===== src/rtl/interrupt_controller.sv =====
// Edge-latched, lowest-index-first interrupt controller driving OnInt and the
// IntAck vector handshake for the processor.
module interrupt_controller #(
  parameter int          NUM_SRC  = 4,
  parameter logic [31:0] VEC_BASE = 32'h0000_0100,
  parameter int          SPUR_W   = 8
) (
  input  logic               clk,
  input  logic               rst,
  input  logic [NUM_SRC-1:0] dev_irq,
  input  logic               ie,
  input  logic               int_ack,
  input  logic               mask_wr,
  input  logic [NUM_SRC-1:0] mask_din,
  output logic               on_int,
  output logic               vec_drive,
  output logic [31:0]        vec_out,
  output logic [NUM_SRC-1:0] pending,
  output logic [NUM_SRC-1:0] mask,
  output logic [SPUR_W-1:0]  spur_cnt
);

  localparam int IDX_W  = (NUM_SRC > 1) ? $clog2(NUM_SRC) : 1;
  localparam int STAGES = 2;

  typedef enum logic [1:0] {IDLE, REQ, ACK} state_t;

  state_t             state, state_nxt;
  logic [NUM_SRC-1:0] sync1, sync2, edge_q, rise, clr, act, pend_nxt;
  logic [STAGES:0]    vld_pipe;
  logic [IDX_W-1:0]   win;
  logic               req, grant;

  // vld_pipe marks when edge_q holds a real synchronised sample, so a line
  // already high when reset releases is not mistaken for a new edge.
  always_ff @(posedge clk or negedge rst) begin
    if (!rst) begin
      sync1    <= '0;
      sync2    <= '0;
      edge_q   <= '0;
      vld_pipe <= '0;
    end else begin
      sync1    <= dev_irq;
      sync2    <= sync1;
      edge_q   <= sync2;
      vld_pipe <= {vld_pipe[STAGES-1:0], 1'b1};
    end
  end

  assign act   = pending & mask;
  assign req   = |act;
  assign grant = (state == REQ) && int_ack && req;

  always_comb begin
    win = '0;
    for (int i = NUM_SRC - 1; i >= 0; i--)
      if (act[i]) win = IDX_W'(i);
  end

  // A new edge landing in the grant cycle survives the clear.
  for (genvar i = 0; i < NUM_SRC; i++) begin : g_src
    assign rise[i]     = sync2[i] & ~edge_q[i] & vld_pipe[STAGES];
    assign clr[i]      = grant && (win == IDX_W'(i));
    assign pend_nxt[i] = rise[i] | (pending[i] & ~clr[i]);
  end

  always_ff @(posedge clk or negedge rst) begin
    if (!rst) begin
      state    <= IDLE;
      pending  <= '0;
      mask     <= '0;
      vec_out  <= '0;
      spur_cnt <= '0;
    end else begin
      state   <= state_nxt;
      pending <= pend_nxt;
      if (mask_wr) mask <= mask_din;
      if (grant) vec_out <= VEC_BASE + 32'(win);
      if (int_ack && state != REQ && spur_cnt != '1) spur_cnt <= spur_cnt + 1'b1;
    end
  end

  always_comb begin
    state_nxt = state;
    case (state)
      IDLE:    if (ie && req) state_nxt = REQ;
      REQ:     if (grant) state_nxt = ACK;
               else if (!req) state_nxt = IDLE;
      ACK:     state_nxt = IDLE;
      default: state_nxt = IDLE;
    endcase
  end

  always_comb begin
    on_int    = (state == REQ);
    vec_drive = (state == ACK);
  end

endmodule


===== config.mk =====
export PLATFORM = sky130hd
export DESIGN_NAME = interrupt_controller
export DESIGN_NICKNAME = d
export VERILOG_FILES = /design/src/rtl/interrupt_controller.sv
export SDC_FILE = /design/constraint.sdc
export NUM_CORES = 1
export LEC_CHECK = 0
export ABC_CLOCK_PERIOD_IN_PS = 1350
export CAP_MARGIN = 0
export CORE_ASPECT_RATIO = 1.4
export CORE_MARGIN = 1
export CORE_UTILIZATION = 39
export DETAILED_ROUTE_END_ITERATION = 16
export GPL_TIMING_DRIVEN = 0
export PLACE_DENSITY = 0.87
export SYNTH_ARGS = -nofsm -noshare
export SYNTH_HDL_FRONTEND = slang
export SYNTH_SLANG_ARGS = --single-unit

===== constraint.sdc =====
create_clock -name clk -period 1.35 [get_ports clk]
set_input_delay 0.2025 -clock clk [delete_from_list [all_inputs] [get_ports clk]]
set_output_delay 0.2025 -clock clk [all_outputs]
set_load 0.005 [all_outputs]

**Word-level counts from Yosys, hierarchy flattened**

Index checks and enable logic that the tools add are counted.

- Output and inout bits: 50
- Bits of input ports: 13
- Bits in registers: 65

- Equality and inequality tests: 9
- Multiplexer cells: 8
- Bitwise logic cells: 25
- Add/sub/neg operators: 2
- Reduce and logical (&&, ||, !) cells: 13

Operator list:

| kind | count |
|---|---|
| 2-to-1 mux 2 bit | 7 |
| AND 1 bit | 12 |
| adder 9 x 2 -> 10 bit, first input constant | 1 |
| logical AND 1 bit | 9 |
| adder 8 x 1 -> 8 bit, second input constant | 1 |
| inequality test 8 bit, second input constant | 1 |
| inverter 1 bit | 8 |
| equality test 2 bit, second input constant | 3 |
| AND 4 bit | 1 |
| equality test 2 x 1 -> 1 bit, second input constant | 2 |
| logical NOT 2 bit | 2 |
| OR 1 bit | 4 |
| case mux 2 bit (2 select lines) | 1 |
| OR reduction 4 bit | 1 |
| inequality test 3 x 2 -> 1 bit, second input constant | 1 |
| inequality test 2 x 1 -> 1 bit, second input constant | 1 |
| inequality test 2 bit, second input constant | 1 |
| AND reduction 2 bit | 1 |

**Logic depth before layout (Yosys ltp)**

- Depth in word-level cells: 10
- Mapped depth: 5
- Depth with buffers taken out: 5

**Least setup slack after synthesis**

No wires, ideal clock.

- Path kind: reg-to-reg
- Start: register spur_cnt[0]
- End: register spur_cnt[1]
- Data required time: 1225 ps
- Cell stages (with the launch flop): 6
- Clock period less this slack: 1412 ps
- Arrival: 1287 ps
- Slack: -62 ps
- Path through: dfrtp_1 -> ha_1 -> and3_1 -> nand3_1 -> nand3_1 -> mux2_2

- Cells in the longest elaborated chain, start to end: 2
- Elaborated cells on any way between the ends: 3
- Those cells by class: 1 x add/sub; 1 x eq/ne; 1 x reduce/logical

Ends and longest elaborated chain:

| item | RTL line | RTL |
|---|---|---|
| start, declared | 20 | `output logic [SPUR_W-1:0] spur_cnt` |
| start signal, assigned | 79 | `if (int_ack && state != REQ && spur_cnt != '1) spur_cnt <= spur_cnt + 1'b1;` |
| parallel branches: the longest is 2 deep, another holds adder 8 x 1 -> 8 bit | -- |  |

Several ways; the timed one is not identified.
A chain may end at the register's enable or synchronous reset.

**Final worst setup path**

Ends and elaborated chain as after synthesis.

==> impl_metrics.json <==
{
  "fmax_mhz": 710,
  "period_share_pct": 104,
  "grt_usage_pct": 15.8,
  "finalWorstSetupSlack_ps": -58.0,
  "synth_adder_area_share_pct": 0.787,
  "required_ps": 1520,
  "ys.warnings.count": 0,
  "cts-root-buf": "clkbuf_8",
  "antenna_found_initial": 0,
  "die_y_um": 77.6,
  "via_per_inst": 4.40,
  "drt_pre_antenna_iters": 4,
  "synth_compound_area_share_pct": 6.45,
  "async_flop_share_pct": 100,
  "cts.sinks": 36,
  "end_kind": "flop",
  "ys_seq_elements": 36,
  "fin_tns_setup_ps": -106,
  "port_buffers": 33,
  "start_util_pct": 40.6,
  "status": "finished, violations left",
  "slew_headroom_pct": 47.2,
  "worst-path-max-fanout": 4,
  "hold_viol": 0,
  "multi_input_area_um2": 611,
  "finalSetupViolCount": 2,
  "syn2layout_area_growth_pct": 54.3,
  "core_region_area_um2": 3920,
  "yosysMostFrequentCell": "dfrtp_1",
  "die_width_um": 56.0,
  "slew_violations": 0,
  "dieArea_um2": 4340,
  "yosys.area_share.simple_pct": 11.9,
  "r2r.worst_path.cells": 5,
  "path_class": "flop to flop",
  "grt_setup_unrepaired": "yes",
  "synth_cell_types": 29,
  "crit_path_start_kind": "flop",
  "netlist_instances": 134,
  "ant_nets": 0,
  "netlist.area_leader.share_pct": 56.6,
  "clock_skew_ps": 4.13,
  "grt_max_degree": 37,
  "r2r_start": "spur_cnt[0]",
  "finalCriticalPeriod_ps": 1410,
  "synth_edf_count": 0,
  "vias": 1219,
  "grt_overflow": 0,
  "r2r_setup_slack_ps": -60,
  "synth_mux_area_share_pct": 6.45,
  "synth_top_family_by_area": "buffers and inverters",
  "grt_pass1_vias": 1236,
  "grt_pass1_wl_um": 5280,
  "synth_area_um2": 1590,
  "dr.first_iter.drc_count": 18,
  "failed_checks": "setup timing",
  "hold_path_class": "primary input to asynchronous set/reset pin",
  "hold_ws_ps": 0.272,
  "pin_count": 63,
  "hpwlAfterDp_um": 1960,
  "ir_worst_vdd_v": 0.00139,
  "worstMarginPinSlew_ps": 792,
  "clkTransAtPathRegs_ps": 70,
  "rows": 27,
  "hold_buffers": 0,
  "fin_util_pct": 62.6,
  "diodes": 0,
  "drc_errors": 0,
  "gp_congestion": 0.774,
  "critPathArrivalTime_ps": 1580,
  "htreeDepth": 2,
  "nNetsFinal": 247,
  "powerDensity_nw_per_um2": 1570,
  "synthFlopType": "dfrtp_1",
  "p_leak_uw": 0.00129,
  "netlist_top_cells_area": "dfrtp_1 57%, buf_4 14%, mux2_2 4.2%",
  "drive_gt1_share_pct": 40.6,
  "cts_max_path_buffers": 2,
  "yosysSeqAreaShare_pct": 56.6,
  "nFillCells": 298,
  "synth_commonest_cells": "36 x dfrtp_1, 29 x buf_4, 10 x nand2_1",
  "cts_buffers": 5,
  "r2r_end": "spur_cnt[1]",
  "stdcell_count": 277,
  "insertion_delay_ps": 280,
  "avgSynthCellArea_um2": 11.9,
  "maxCapViolCount": 0,
  "synthXorXnorAreaFrac_pct": 2.20,
  "yosys.area.top_type": "dfrtp_1",
  "route.detailed.wl_per_inst_um": 12.0,
  "cts_tree": "yes",
  "ff_latch_area_um2": 902,
  "routed_wl_um": 3330,
  "numPlacedInstances": 238,
  "place_ws_ps": -341
}
==> how the worst max path moves through the flow <==
stage,startpoint,cells past startpoint,to
after floorplan,spur_cnt[0],4,spur_cnt[6]
after global routing,state[0],5,spur_cnt[6]
after global placement,rst,1,sync1[3]
final,spur_cnt[0],5,spur_cnt[1]
after detailed placement,int_ack,4,vec_out[0]
after CTS,state[0],5,spur_cnt[6]
==> area by class of cell <==
type | count | area share (%)
inverter | 6 | 0.918
clock buffer | 7 | 3.52
clock inverter | 1 | 0.306
multi-input combinational | 91 | 24.9
buffer | 29 | 8.87
tap | 43 | 2.19
sequential | 36 | 36.8
timing repair buffer | 64 | 22.5
==> cell usage in the layout (no fill, tap or decap), types with 4 or more instances in the layout <==
cell	synthesis	routed
buf_4	29	58
mux2_2	6	4
a21oi_1	4	4
dfrtp_1	36	35
clkbuf_8	0	6
inv_1	6	5
nor2_1	4	4
conb_1	2	30
nand2_1	10	8
dlymetal6s2s_1	0	4
dlygate4sd2_1	0	15
clkdlybuf4s50_1	0	11
==> cell families (layout without fill, tap and decap cells) <==
kind of cell    Yosys count  in the layout
flops                    36             36
simple gates             35             35
buf+inv                  35            107
compound gates           12             12
mux                       9              9
xor+xnor                  4              4
other cells               2             30
fa+ha+maj                 1              1
==> through the flow <==
step	power, uW	area (um^2)
2_1_floorplan	2100	1720
3_3_place_gp	2640	2100
3_5_place_dp	2680	2100
4_1_cts	3770	2410
5_1_grt	4090	2450
6_report	3840	2450
==> power breakdown <==
part | leakage, uW | internal, uW | switching [uW] | total [uW]
Sequential | 0.000415 | 1310 | 161 | 1470
Combinational | 0.000832 | 969 | 615 | 1580
Clock | 0.0000445 | 414 | 375 | 789
Total | 0.00129 | 2690 | 1150 | 3840
==> flip-flops by register name, summed over array words and instances, names as in the netlist <==
name / flops
spur_cnt: 8
edge_q: 4
mask: 4
pending: 4
sync1: 4
sync2: 4
vec_out: 3
vld_pipe: 3
state: 2
==> timing repair <==
item	4_1_cts	5_1_grt
setup buffers	29	4
resized for setup	30	10
endpoints found under the setup margin	26	17
gates cloned	0	0
pin swaps	6	6
==> per-layer routing <==
layer | track usage, % | share of wire (%) | up-vias
met4 | 8.29 | 2.6 | 0
met1 | 16.0 | 37 | 564
met2 | 29.0 | 55 | 56
li1 | - | - | 589
met3 | 4.17 | 6.1 | 10
met5 | 0 | 0 | -
==> worst max-delay path, cell delays in order, from the launching register on <==
cell and delay [ps]:
dfrtp_1 390, ha_2 220, and3_4 210, nand3_4 70, nand3_2 110, mux2_4 300
Power figures use the tool's default switching activity.
